### src/rtl/i2c_cmd_seq.sv
// Command sequencer between CSR logic and an I2C core: buffers command words,
// issues them one at a time, and returns one response word per transaction.
module i2c_cmd_seq #(
  parameter int DEPTH   = 4,
  parameter int TIMEOUT = 4096
) (
  input  logic                     aclk,
  input  logic                     aresetn,
  input  logic                     cmd_valid,
  output logic                     cmd_ready,
  input  logic [31:0]              cmd_data0,
  input  logic [31:0]              cmd_data1,
  output logic                     rsp_valid,
  input  logic                     rsp_ready,
  output logic [31:0]              rsp_data,
  output logic [1:0]               rsp_err,
  input  logic                     abort,
  output logic [31:0]              core_data0,
  output logic [31:0]              core_data1,
  input  logic [31:0]              core_data2,
  input  logic                     core_busy,
  input  logic                     core_ack_err,
  input  logic                     core_done,
  input  logic                     core_data_ready,
  output logic                     seq_idle,
  output logic [$clog2(DEPTH):0]   fifo_level
);

  localparam int AW = $clog2(DEPTH);
  localparam int WW = $clog2(TIMEOUT) + 1;
  localparam logic [AW:0]    FULL_LEVEL = (AW+1)'(DEPTH);
  localparam logic [AW:0]    LVL_ONE    = (AW+1)'(1);
  localparam logic [AW-1:0]  PTR_ONE    = AW'(1);
  localparam logic [WW-1:0]  WD_LAST    = WW'(TIMEOUT - 1);
  localparam logic [WW-1:0]  WD_ONE     = WW'(1);

  typedef enum logic [2:0] {IDLE, GO, RUN, RESP, GAP} state_t;

  state_t        state, state_next;
  logic [31:1]   mem_d0 [DEPTH];
  logic [31:0]   mem_d1 [DEPTH];
  logic [AW-1:0] wr_ptr, rd_ptr;
  logic [AW:0]   level_next;
  logic          push, pop;
  logic [WW-1:0] wd_cnt;
  logic          wd_fire;
  logic          ack_flag, ack_flag_next;
  logic [31:0]   core_data0_next, core_data1_next, rsp_data_next;
  logic [1:0]    rsp_err_next;
  logic          unused_go_bit;

  // Bit 0 of the incoming control word is always replaced by the go strobe.
  assign unused_go_bit = cmd_data0[0];

  assign push    = cmd_valid && cmd_ready && !abort;
  assign pop     = (state == IDLE) && (fifo_level != '0) && !abort;
  assign wd_fire = (wd_cnt == WD_LAST);

  always_comb begin
    level_next = fifo_level;
    if (abort)
      level_next = '0;
    else if (push && !pop)
      level_next = fifo_level + LVL_ONE;
    else if (pop && !push)
      level_next = fifo_level - LVL_ONE;
  end

  always_ff @(posedge aclk) begin
    if (push) begin
      mem_d0[wr_ptr] <= cmd_data0[31:1];
      mem_d1[wr_ptr] <= cmd_data1;
    end
  end

  always_ff @(posedge aclk or negedge aresetn) begin
    if (!aresetn) begin
      wr_ptr     <= '0;
      rd_ptr     <= '0;
      fifo_level <= '0;
      cmd_ready  <= 1'b1;
    end else begin
      if (abort) begin
        wr_ptr <= '0;
        rd_ptr <= '0;
      end else begin
        if (push) wr_ptr <= wr_ptr + PTR_ONE;
        if (pop)  rd_ptr <= rd_ptr + PTR_ONE;
      end
      fifo_level <= level_next;
      cmd_ready  <= (level_next != FULL_LEVEL);
    end
  end

  always_ff @(posedge aclk or negedge aresetn) begin
    if (!aresetn) state <= IDLE;
    else          state <= state_next;
  end

  // Abort overrides whatever the per-state logic decided.
  always_comb begin
    state_next      = state;
    core_data0_next = core_data0;
    core_data1_next = core_data1;
    rsp_data_next   = rsp_data;
    rsp_err_next    = rsp_err;
    ack_flag_next   = ack_flag;
    case (state)
      IDLE: begin
        if (pop) begin
          core_data0_next = {mem_d0[rd_ptr], 1'b1};
          core_data1_next = mem_d1[rd_ptr];
          rsp_data_next   = '0;
          rsp_err_next    = 2'b00;
          ack_flag_next   = 1'b0;
          state_next      = GO;
        end
      end
      GO: begin
        if (core_busy) begin
          core_data0_next[0] = 1'b0;
          state_next         = RUN;
        end else if (wd_fire) begin
          core_data0_next[0] = 1'b0;
          rsp_err_next       = 2'b10;
          state_next         = RESP;
        end
      end
      RUN: begin
        if (core_data_ready) rsp_data_next = core_data2;
        if (core_ack_err)    ack_flag_next = 1'b1;
        if (core_done) begin
          rsp_err_next = (ack_flag || core_ack_err) ? 2'b01 : 2'b00;
          state_next   = RESP;
        end else if (wd_fire) begin
          rsp_err_next = 2'b10;
          state_next   = RESP;
        end
      end
      RESP: begin
        if (rsp_ready) state_next = GAP;
      end
      GAP: begin
        if (!core_busy && !core_done) state_next = IDLE;
      end
      default: state_next = IDLE;
    endcase
    if (abort) begin
      core_data0_next[0] = 1'b0;
      state_next         = GAP;
    end
  end

  always_ff @(posedge aclk or negedge aresetn) begin
    if (!aresetn) begin
      core_data0 <= '0;
      core_data1 <= '0;
      rsp_data   <= '0;
      rsp_err    <= 2'b00;
      rsp_valid  <= 1'b0;
      ack_flag   <= 1'b0;
      seq_idle   <= 1'b1;
    end else begin
      core_data0 <= core_data0_next;
      core_data1 <= core_data1_next;
      rsp_data   <= rsp_data_next;
      rsp_err    <= rsp_err_next;
      rsp_valid  <= (state_next == RESP);
      ack_flag   <= ack_flag_next;
      seq_idle   <= (state_next == IDLE) && (level_next == '0);
    end
  end

  // Watchdog restarts on every state change and sticks at its limit.
  always_ff @(posedge aclk or negedge aresetn) begin
    if (!aresetn)
      wd_cnt <= '0;
    else if (state_next != state)
      wd_cnt <= '0;
    else if (!wd_fire)
      wd_cnt <= wd_cnt + WD_ONE;
  end

endmodule

### config.mk
export PLATFORM = sky130hd
export DESIGN_NAME = i2c_cmd_seq
export DESIGN_NICKNAME = d
export VERILOG_FILES = /design/src/rtl/i2c_cmd_seq.sv
export SDC_FILE = /design/constraint.sdc
export NUM_CORES = 1
export LEC_CHECK = 0
export CAP_MARGIN = 20
export CORE_UTILIZATION = 36
export CTS_CLUSTER_DIAMETER = 120
export DETAILED_ROUTE_END_ITERATION = 10
export DONT_BUFFER_PORTS = 1
export HOLD_SLACK_MARGIN = 0.03
export PLACE_DENSITY_LB_ADDON = 0.25
export RECOVER_POWER = 25
export REMOVE_ABC_BUFFERS = 1
export SLEW_MARGIN = 10
export SYNTH_ARGS = -nofsm -noshare
export SYNTH_HDL_FRONTEND = slang
export SYNTH_SLANG_ARGS = --single-unit
### constraint.sdc
create_clock -name aclk -period 13.52 [get_ports aclk]
set_input_delay 1.352 -clock aclk [delete_from_list [all_inputs] [get_ports aclk]]
set_output_delay 1.352 -clock aclk [all_outputs]
set_load 0.01 [all_outputs]
; Yosys cells after proc, flatten, opt, wreduce, memory -nomap -nowiden
; Memories as Yosys holds them, arrays and structs flattened. A register that Yosys moved wholly into a read port is not among the register bits.
; Index checks and enable logic that the tools add are counted.
[totals]
mem_bits_rw = 252
out_inout_bits = 104
register_bits = 62
in_bits = 105
memories = 2
wordCells = 100
[op_classes]
addsub = 5
reduce_logical = 30
mux = 36
n_eq_ne = 15
[memory_table]
columns = name, depth, width, rd, rd_clocked_by_memory_dff, write_ports, line
row1 = mem_d1, 4, 32, 1, 1, 1, 41  ; logic [31:0] mem_d1 [DEPTH];
row2 = mem_d0, 4, 31, 1, 1, 1, 40  ; logic [31:1] mem_d0 [DEPTH];
[op_table]
columns = op, count
row1 = $mux W32, 2
row2 = $pmux W32 S2, 1
row3 = $mux W3, 10
row4 = $mux W13, 2
row5 = $mux W2, 8
row6 = $pmux W3 S5, 1
row7 = $add A13 B1 Y13 const B, 1
row8 = $eq A13 B12 Y1 const B, 1
row9 = $reduce_and A3 Y1, 4
row10 = $eq A3 B2 Y1 const B, 3
row11 = $logic_not A3 Y1, 3
row12 = $mux W1, 9
row13 = $reduce_bool A3 Y1, 3
row14 = $logic_and A1 B1 Y1, 8
row15 = $ne A2 B2 Y1 const B, 4
row16 = $logic_not A1 Y1, 7
row17 = $ne A3 B3 Y1 const B, 2
row18 = $pmux W2 S3, 1
row19 = $reduce_bool A2 Y1, 3
row20 = $add A2 B1 Y2 const B, 2
row21 = $ne A4 B4 Y1 const B, 1
row22 = $pmux W1 S2, 2
row23 = $add A3 B1 Y3 const B, 1
row24 = $eq A3 B1 Y1 const B, 1
row25 = other kinds (6), 6

; Logic depth before layout (Yosys ltp)
; Gate-level depths: netlist of the first run.
[logic_depth]
ltp_word = 9
ltp_mapped = 8
ltp_nobuf = 7

; Worst setup path after synthesis of the first run
; OpenSTA, ideal clock, no wires.
[synth_timing]
path_kind = input to register
startpoint = input abort
endpoint = memory mem_d0[0][0] (netlist bit) (enable)
setup_slack_ps = 6582
setup_time_ps = 575
path_buffers = 2
stages = 3
t_arrival_ps = 6363
t_required_ps = 12945
path_cell_list = clkbuf_1 clkbuf_1 nor3b_1
[synth_between]
elab_chain_cells = 4
[synth_lines]
columns = item, line
row1 = from (decl), 17  ; input logic abort,
row2 = $logic_not A1 Y1, 55  ; assign push = cmd_valid && cmd_ready && !abort;
row3 = $logic_and A1 B1 Y1, 55
row4 = $mux W1, 70  ; if (push) begin
row5 = $mux W1 (not written as such), 71  ; mem_d0[wr_ptr] <= cmd_data0[31:1];
row6 = to (decl), 40
; No other way between the ends.

; Worst setup path in the final report of the first run
[layout_timing]
startpoint = input abort
endpoint = register rsp_data[26]
[layout_between]
elab_chain_cells = 4
[layout_lines]
columns = item, line
row1 = $logic_not A1 Y1, 56  ; assign pop = (state == IDLE) && (fifo_level != '0) && !abort;
row2 = $logic_and A1 B1 Y1, 56
row3 = $ne A2 B2 Y1 (no source line), -
row4 = $reduce_and A3 Y1 (no source line), -
row5 = to (signal assigned), 166  ; rsp_data <= rsp_data_next;
row6 = to (decl), 15  ; output logic [31:0] rsp_data,
; No other way between the ends.
; A chain may end at the register's enable or synchronous reset.

==> summary.md, run 1 <==
| Metric | Value |
|---|---|
| Worst Path Max Fanout | `38` |
| Setup repair after global routing missed its margin | `false` |
| Fmax | `328.6 MHz` |
| Post-CTS resize count | `0` |
| Internal power component | `between 0.002 and 0.0025 W` |
| Worst clock skew on the final layout | `0.02502 ns` |
| Family with the most delay on the worst path | `simple AND/OR/NAND/NOR gates` |
| Initial antenna violation count | `1` |
| Worst endpoint data arrival time | `3.47 ns` |
| Post-CTS Setup Inserts | `0` |
| Final min period | `between 3 and 4 ns` |
| Combined area of all synthesized cells | `around 14000 um2` |
| Post-route cell area | `around 16000 um2` |
| Run status | `finished, final reports clean` |
| CTS tree | `done` |
| Number of cells in the finished layout apart from fillers | `between 1k and 1.5k` |
| Ports placed on the boundary | `209` |
| Slowest stage cell, crit path | `buf_4` |
| Startpoint type of the worst setup path | `input pin` |
| Starting density of the core | `36.75%` |
| IR Drop Worst-Case VDD | `~0.00012 V` |
| Clk slew on worst S/H paths | `0.06 ns` |
| Setup TNS | `0 ns` |
| Placer congestion estimate | `about 0.74` |
| Remaining max-slew budget at the tightest pin | `25.66%` |
| Half-perimeter wire length after detailed placement | `16940 um` |
| Cell row count | `72` |
| Asr flop ratio synth | `33.16%` |
| Die width | `slightly above 200 um` |
| Total congestion overflow | `0` |
| Path type of the worst setup path | `in -> reg` |
| Max-slew violation count | `0` |
| Critical path endpoint category | `flop` |
| Yosys Warn Count | `0` |
| Layout Nets | `982` |
| Combinational share of power | `~8.8%` |
| Overall global routing resource usage | `15.28%` |
| Maximum single-stage delay on the critical path | `0.56 ns` |
| Number of endpoints with negative hold slack in the final report | `0` |
| Largest net degree at the start of global routing | `126` |
| First-pass GRT wire length | `roughly 47000 um` |
| Floorplan die area | `~41000 um2` |
| Power dissipated by switching net loads | `0.0007610 W` |
| Sequential-to-total area share from yosys stat | `roughly 75%` |
| Via count of the first global-routing pass | `about 8k` |
| Number of remaining DRC errors | `0` |
| Post-DP Area | `14890 um2` |
| Synthesized netlist cell count | `856` |
| Share of total power in sequential cells | `around 53%` |
| Number of port buffers | `0` |
| Prevailing post-synth register cell | `edfxtp_1` |
| CP cell instances | `nor2_1, and3_4, buf_4, nor2_2, buf_8, a22o_1` |
| Startpoint of the most critical register-to-register path | `fifo_level[0]` |
| Leading cell type in the layout, fill and taps excluded | `edfxtp_1` |
| Worst slack at placement | `9.803 ns` |
| Count of clock tree sinks | `between 300 and 400` |
| Total core area | `between 30000 and 40000 um2` |
| Mean area per synthesized cell | `16.71 um2` |
| Layout overhead on the synthesized area | `14.01%` |
| # Max-Cap Violations | `0` |
| CTS root buf | `clkbuf_16` |
| Wire length per cell after detailed routing | `around 21 um` |
| Power density over the cells | `between 150 and 200 nW/um2` |
| Most used cells in the layout excluding fill and tap cells | `edfxtp_1, nand2_1, dfrtp_1` |
| Slew at the pin with the worst max-slew slack | `between 1 and 1.5 ns` |
| Switching fraction of total power | `26.09%` |
| Cell total after placement | `1341` |
| Height of the die | `201.3 um` |
| Worst setup path startpoint | `abort` |
| Crit share post-route | `22.51%` |
| Post-route antenna net violation count | `0` |
| Worst EP required | `13.94 ns` |
| Clock latency of the later-clocked register in the worst-skew pair | `0.57 ns` |
| Hold WC Path Type | `in -> async` |
| DRT Pass-1 Iters | `5` |
| Total wire length after detailed routing | `a little over 30000 um` |
| Number of enable-type register cells in the synthesized netlist | `252` |
| Unique cell type count in the Yosys netlist | `a little under 50` |
| Final setup slack of the worst path | `10.48 ns` |
| Level count of the clock H-tree | `2` |
| Final Total Pwr | `a little under 0.003 W` |
| Antenna Diode Count | `0` |
| Standby leakage power | `around 6 nW` |
| Via density | `5.091` |
| Fraction of power consumed by the clock network | `38.5%` |
| Iteration-0 DRC count of the detailed router | `378` |
| Number of clock buffers inserted by TritonCTS | `42` |
| Count of vias placed by the detailed router | `7229` |
| Max clock buf depth | `3` |
| Endpoints failing setup | `0` |
| Fraction of final layout cells sized beyond drive strength 1 | `17.74%` |
| Flops & latches, synth | `approximately 380` |
| Post-cts hold buffer count | `0` |
| Combined buffer and inverter count along the critical path | `2` |
## per-layer routing
| layer | vias up | wire, um | GRT usage [%] |
|---|---|---|---|
| met2 | 228 | 14330 | 24.88 |
| met1 | 3699 | 12900 | 19.05 |
| met3 | 61 | 2302 | 4.827 |
| met5 | - | 0 | 0 |
| li1 | 3241 | - | - |
| met4 | 0 | 769 | 5.736 |
## registers in the layout, summed over array words and instances, names as in the netlist, 2 cells and up
name,flops
state,3
rsp_err,2
wd_cnt,13
core_data1,32
fifo_level,3
mem_d0,124
wr_ptr,2
core_data0,32
mem_d1,128
rsp_data,32
rd_ptr,2
## layout make-up
class	count	area (um2)
clock buffers	54	1179
clock inverters	23	203.9
fillers	3490	22610
inverters	9	33.78
multi-input cells	427	3428
flip-flops and latches	377	10710
well taps	518	648.1
repair buffers	12	110.1
## cell usage after synthesis, types with 3 or more instances
cell	instances	area [um2]
a211oi_1	7	52.55
a21oi_1	6	30.03
a22o_1	33	289.0
and2_1	3	18.77
and4b_1	3	30.03
buf_1	5	18.77
buf_2	12	60.06
clkbuf_1	25	93.84
dfrtp_1	123	3078
edfxtp_1	252	7567
ha_1	8	100.1
inv_1	8	30.03
mux4_2	63	1419
nand2_1	201	754.5
nand3_1	9	45.04
nor2_1	26	97.59
nor3_1	7	35.03
nor3b_1	5	37.54
o2111ai_1	4	35.03
o21ai_0	5	25.02
o31ai_1	3	22.52
xnor2_1	7	61.31
xor2_1	5	43.79
## final timing paths
| check | cells after the start | slack (ns) | end |
|---|---|---|---|
| min in group aclk | 2 | 0.50 | wd_cnt[12] |
| max in group asynchronous | 0 | 12.77 | cmd_ready |
| max | 6 | 10.48 | rsp_data[26] |
| min | 0 | 0.49 | core_data0[22] |
| min reg2reg | 2 | 0.50 | wd_cnt[12] |
| max reg2reg | 8 | 10.55 | rsp_data[26] |
## stage by stage
| stage | hold WS, ns | util (%) |
|---|---|---|
| 4_1_cts | 0.4392 | 41.81 |
| 3_3_place_gp | 0.4861 | 38.26 |
| 5_1_grt | 0.4578 | 41.90 |
| 3_5_place_dp | 0.4917 | 38.26 |
| 6_report | 0.4873 | 41.90 |
| 2_1_floorplan | 0.4677 | - |
## kinds of logic after synthesis
logic type	count (synthesis)	synth area share, %
compound gates	70	3.858
xor+xnor	12	0.7348
fa+ha+maj	10	0.8398
buf+inv	52	1.522
flops	377	74.79
mux	65	10.07
simple gates	270	8.187
## power groups by stage
stage                     registers [W]  clock network [W]  logic (W)
after global placement          0.00156                  0   0.000255
final                           0.00154            0.00112   0.000257
after CTS                       0.00154            0.00116   0.000262
after floorplan                 0.00153                  0   0.000203
after detailed placement        0.00156                  0   0.000261
after global routing            0.00156            0.00120   0.000295
Note: power is estimated with default switching activity, not from simulation.
==> run 2, diff against run 1 <==
==> constraint.sdc (replaced) <==
create_clock -name aclk -period 2.5 [get_ports aclk]
set_input_delay 0.25 -clock aclk [delete_from_list [all_inputs] [get_ports aclk]]
set_output_delay 0.25 -clock aclk [all_outputs]
set_load 0.01 [all_outputs]
==> run 2 against run 1 <==
Effect of this change:
- the flow now finishes with violations (hold timing)
- clock skew grew 0.0011 ns
- die area stayed put
- critical path type is now reg -> reg
- critical path depth decreased by 1
- sequential power rose to 5.4 times the previous value
- largest cell class unchanged
==> summary.md, run 2 (same netlist as run 1, synthesis figures left out) <==
| Metric | Value |
|---|---|
| Run status | `finished, violations left` |
| Violated checks | `hold timing` |
| Critical path endpoint category | `flop` |
| Total congestion overflow | `0` |
| Post-route antenna net violation count | `0` |
| Via count of the first global-routing pass | `7981` |
| Endpoints failing setup | `0` |
| Max-slew violation count | `0` |
| Internal power component | `0.01150 W` |
| Hold WC Path Type | `in -> async` |
| Standby leakage power | `6.559 nW` |
| Post-CTS Setup Inserts | `0` |
| Switching fraction of total power | `26.91%` |
| Post-CTS resize count | `0` |
| Register with the most flip-flops | `mem_d1` |
| Combinational share of power | `a little over a tenth` |
| Layout Nets | `around 1.1k` |
| Level count of the clock H-tree | `2` |
| Half-perimeter wire length after detailed placement | `approximately 18000 um` |
| Via density | `4.924` |
| Remaining max-slew budget at the tightest pin | `58.91%` |
| Fraction of final layout cells sized beyond drive strength 1 | `18.21%` |
| Worst hold margin | `-0.6282 ns` |
| Number of remaining DRC errors | `0` |
| Largest register FFs | `128` |
| Wire length per cell after detailed routing | `approximately 20 um` |
| Largest net degree at the start of global routing | `126` |
| Filler instances | `roughly 3.4k` |
| Total core area | `between 30000 and 40000 um2` |
| Initial antenna violation count | `3` |
| Cell row count | `72` |
| Starting density of the core | `36.75%` |
| Post-cts hold buffer count | `101` |
| Power density over the cells | `896.2 nW/um2` |
| Share of total power in sequential cells | `52.4%` |
| Number of clock buffers inserted by TritonCTS | `41` |
| Worst clock skew on the final layout | `between 0.02 and 0.03 ns` |
| Total wire length after detailed routing | `about 31000 um` |
| Sequential cell area | `around 11000 um2` |
| Startpoint type of the worst setup path | `flop` |
| DRT Pass-1 Iters | `4` |
| Max clock buf depth | `3` |
| Worst EP required | `3.01 ns` |
| IR Drop Worst-Case VDD | `0.0005360 V` |
| # Max-Cap Violations | `0` |
| Die width | `201.3 um` |
| Height of the die | `201.3 um` |
| Number of endpoints with negative hold slack in the final report | `125` |
| Ports placed on the boundary | `209` |
| Worst R2R Path Depth | `5` |
| Fraction of power consumed by the clock network | `36.7%` |
| Slowest stage cell, crit path | `buf_4` |
| Fmax | `472.8 MHz` |
| Final min period | `2.115 ns` |
| Worst Path Max Fanout | `44` |
| Clk slew on worst S/H paths | `0.06 ns` |
| Floorplan die area | `40530 um2` |
| Leading cell type in the layout, fill and taps excluded | `edfxtp_1` |
| CTS tree | `done` |
| Clock latency of the later-clocked register in the worst-skew pair | `0.58 ns` |
| Overall global routing resource usage | `15.60%` |
| Crit path top cell by count | `nand2_1` |
| Power dissipated by switching net loads | `~0.0042 W` |
| Crit share post-route | `84.60%` |
| Layout overhead on the synthesized area | `22.76%` |
| Largest registers | `mem_d1 (128), mem_d0 (124)` |
| Setup repair after global routing missed its margin | `false` |
| Setup TNS | `0 ns` |
| First-pass GRT wire length | `48020 um` |
| Placer congestion estimate | `0.7355` |
| Final Total Pwr | `0.01574 W` |
| CTS root buf | `clkbuf_16` |
| Maximum single-stage delay on the critical path | `approximately 0.55 ns` |
| Number of port buffers | `0` |
| Worst endpoint data arrival time | `2.63 ns` |
| Count of clock tree sinks | `377` |
| Path type of the worst setup path | `reg -> reg` |
| Slew at the pin with the worst max-slew slack | `0.6163 ns` |
| CP cell instances | `nor2_1, and3_4, buf_4, nand2_1, nand2_1` |
| Count of vias placed by the detailed router | `7617` |
| Area of the multi-input gates | `3428 um2` |
| Iteration-0 DRC count of the detailed router | `324` |
| Most used cells in the layout excluding fill and tap cells | `edfxtp_1, nand2_1, dfrtp_1` |
## run 2: changes by cell type in the layout (fill, tap and decap cells not counted), sizes merged, moves of 2 or more
| cell | previous run | this run |
|---|---|---|
| dlygate4sd3 | 0 | 101 |
| buf | 12 | 38 |
| clkinv | 15 | 20 |
| clkbuf | 54 | 50 |
| bufinv | 2 | 0 |
| diode | 0 | 2 |
## run 2: critical path, delay by kind of cell (launching register included)
| family | cells | cell delay [ns] |
|---|---|---|
| simple gates | 4 | 1.04 |
| buf+inv | 1 | 0.55 |
| flops | 1 | 0.47 |
## run 2: final cells by class
cell class | instances | area share [%]
diodes | 2 | 0.02850
clock buffers | 50 | 6.349
clock inverters | 25 | 1.112
inverters | 9 | 0.1924
multi-input cells | 427 | 19.52
flip-flops and latches | 377 | 60.97
well taps | 518 | 3.691
repair buffers | 139 | 8.137
## run 2: through the flow
| stage | cells | hold slack (ns) | setup WS (ns) | util (%) | area [um2] |
|---|---|---|---|---|---|
| after global placement | 1368 | -0.04125 | 0.2488 | 39.10 | 15220 |
| final | 1547 | -0.6282 | 0.3851 | 45.12 | 17560 |
| after floorplan | 813 | -0.04559 | -3.558 | - | 14120 |
| after CTS | 1545 | -0.6694 | 0.3402 | 45.11 | 17550 |
| after global routing | 1547 | -0.6566 | 0.2501 | 45.12 | 17560 |
| after detailed placement | 1369 | -0.04190 | 0.3518 | 39.14 | 15230 |
## run 2: metal layers
| metal | GRT usage, % | vias up | wire [um] |
|---|---|---|---|
| li1 | - | 3494 | - |
| met1 | 20.34 | 3834 | 13440 |
| met2 | 25.12 | 242 | 14770 |
| met3 | 4.308 | 45 | 2099 |
| met4 | 5.303 | 2 | 627 |
| met5 | 0 | - | 14 |
## run 2: worst paths after layout
| check | startpoint | endpoint | slack, ns |
|---|---|---|---|
| max | state[2] | core_data0[11] | 0.39 |
| max reg2reg | state[2] | core_data0[11] | 0.39 |
| max in group asynchronous | aresetn | seq_idle | 2.89 |
| min in group aclk | abort | mem_d0[0][23] | 0.07 |
| min | aresetn | core_data1[25] | -0.63 |
| min reg2reg | wd_cnt[12] | wd_cnt[12] | 0.50 |
## run 2: power by group through the flow
stage	clock network, W	registers, W	logic, W
after floorplan	0	0.00827	0.00110
after global placement	0	0.00838	0.00155
after detailed placement	0	0.00839	0.00158
after CTS	0.00597	0.00828	0.00176
after global routing	0.00620	0.00834	0.00196
final	0.00578	0.00824	0.00172
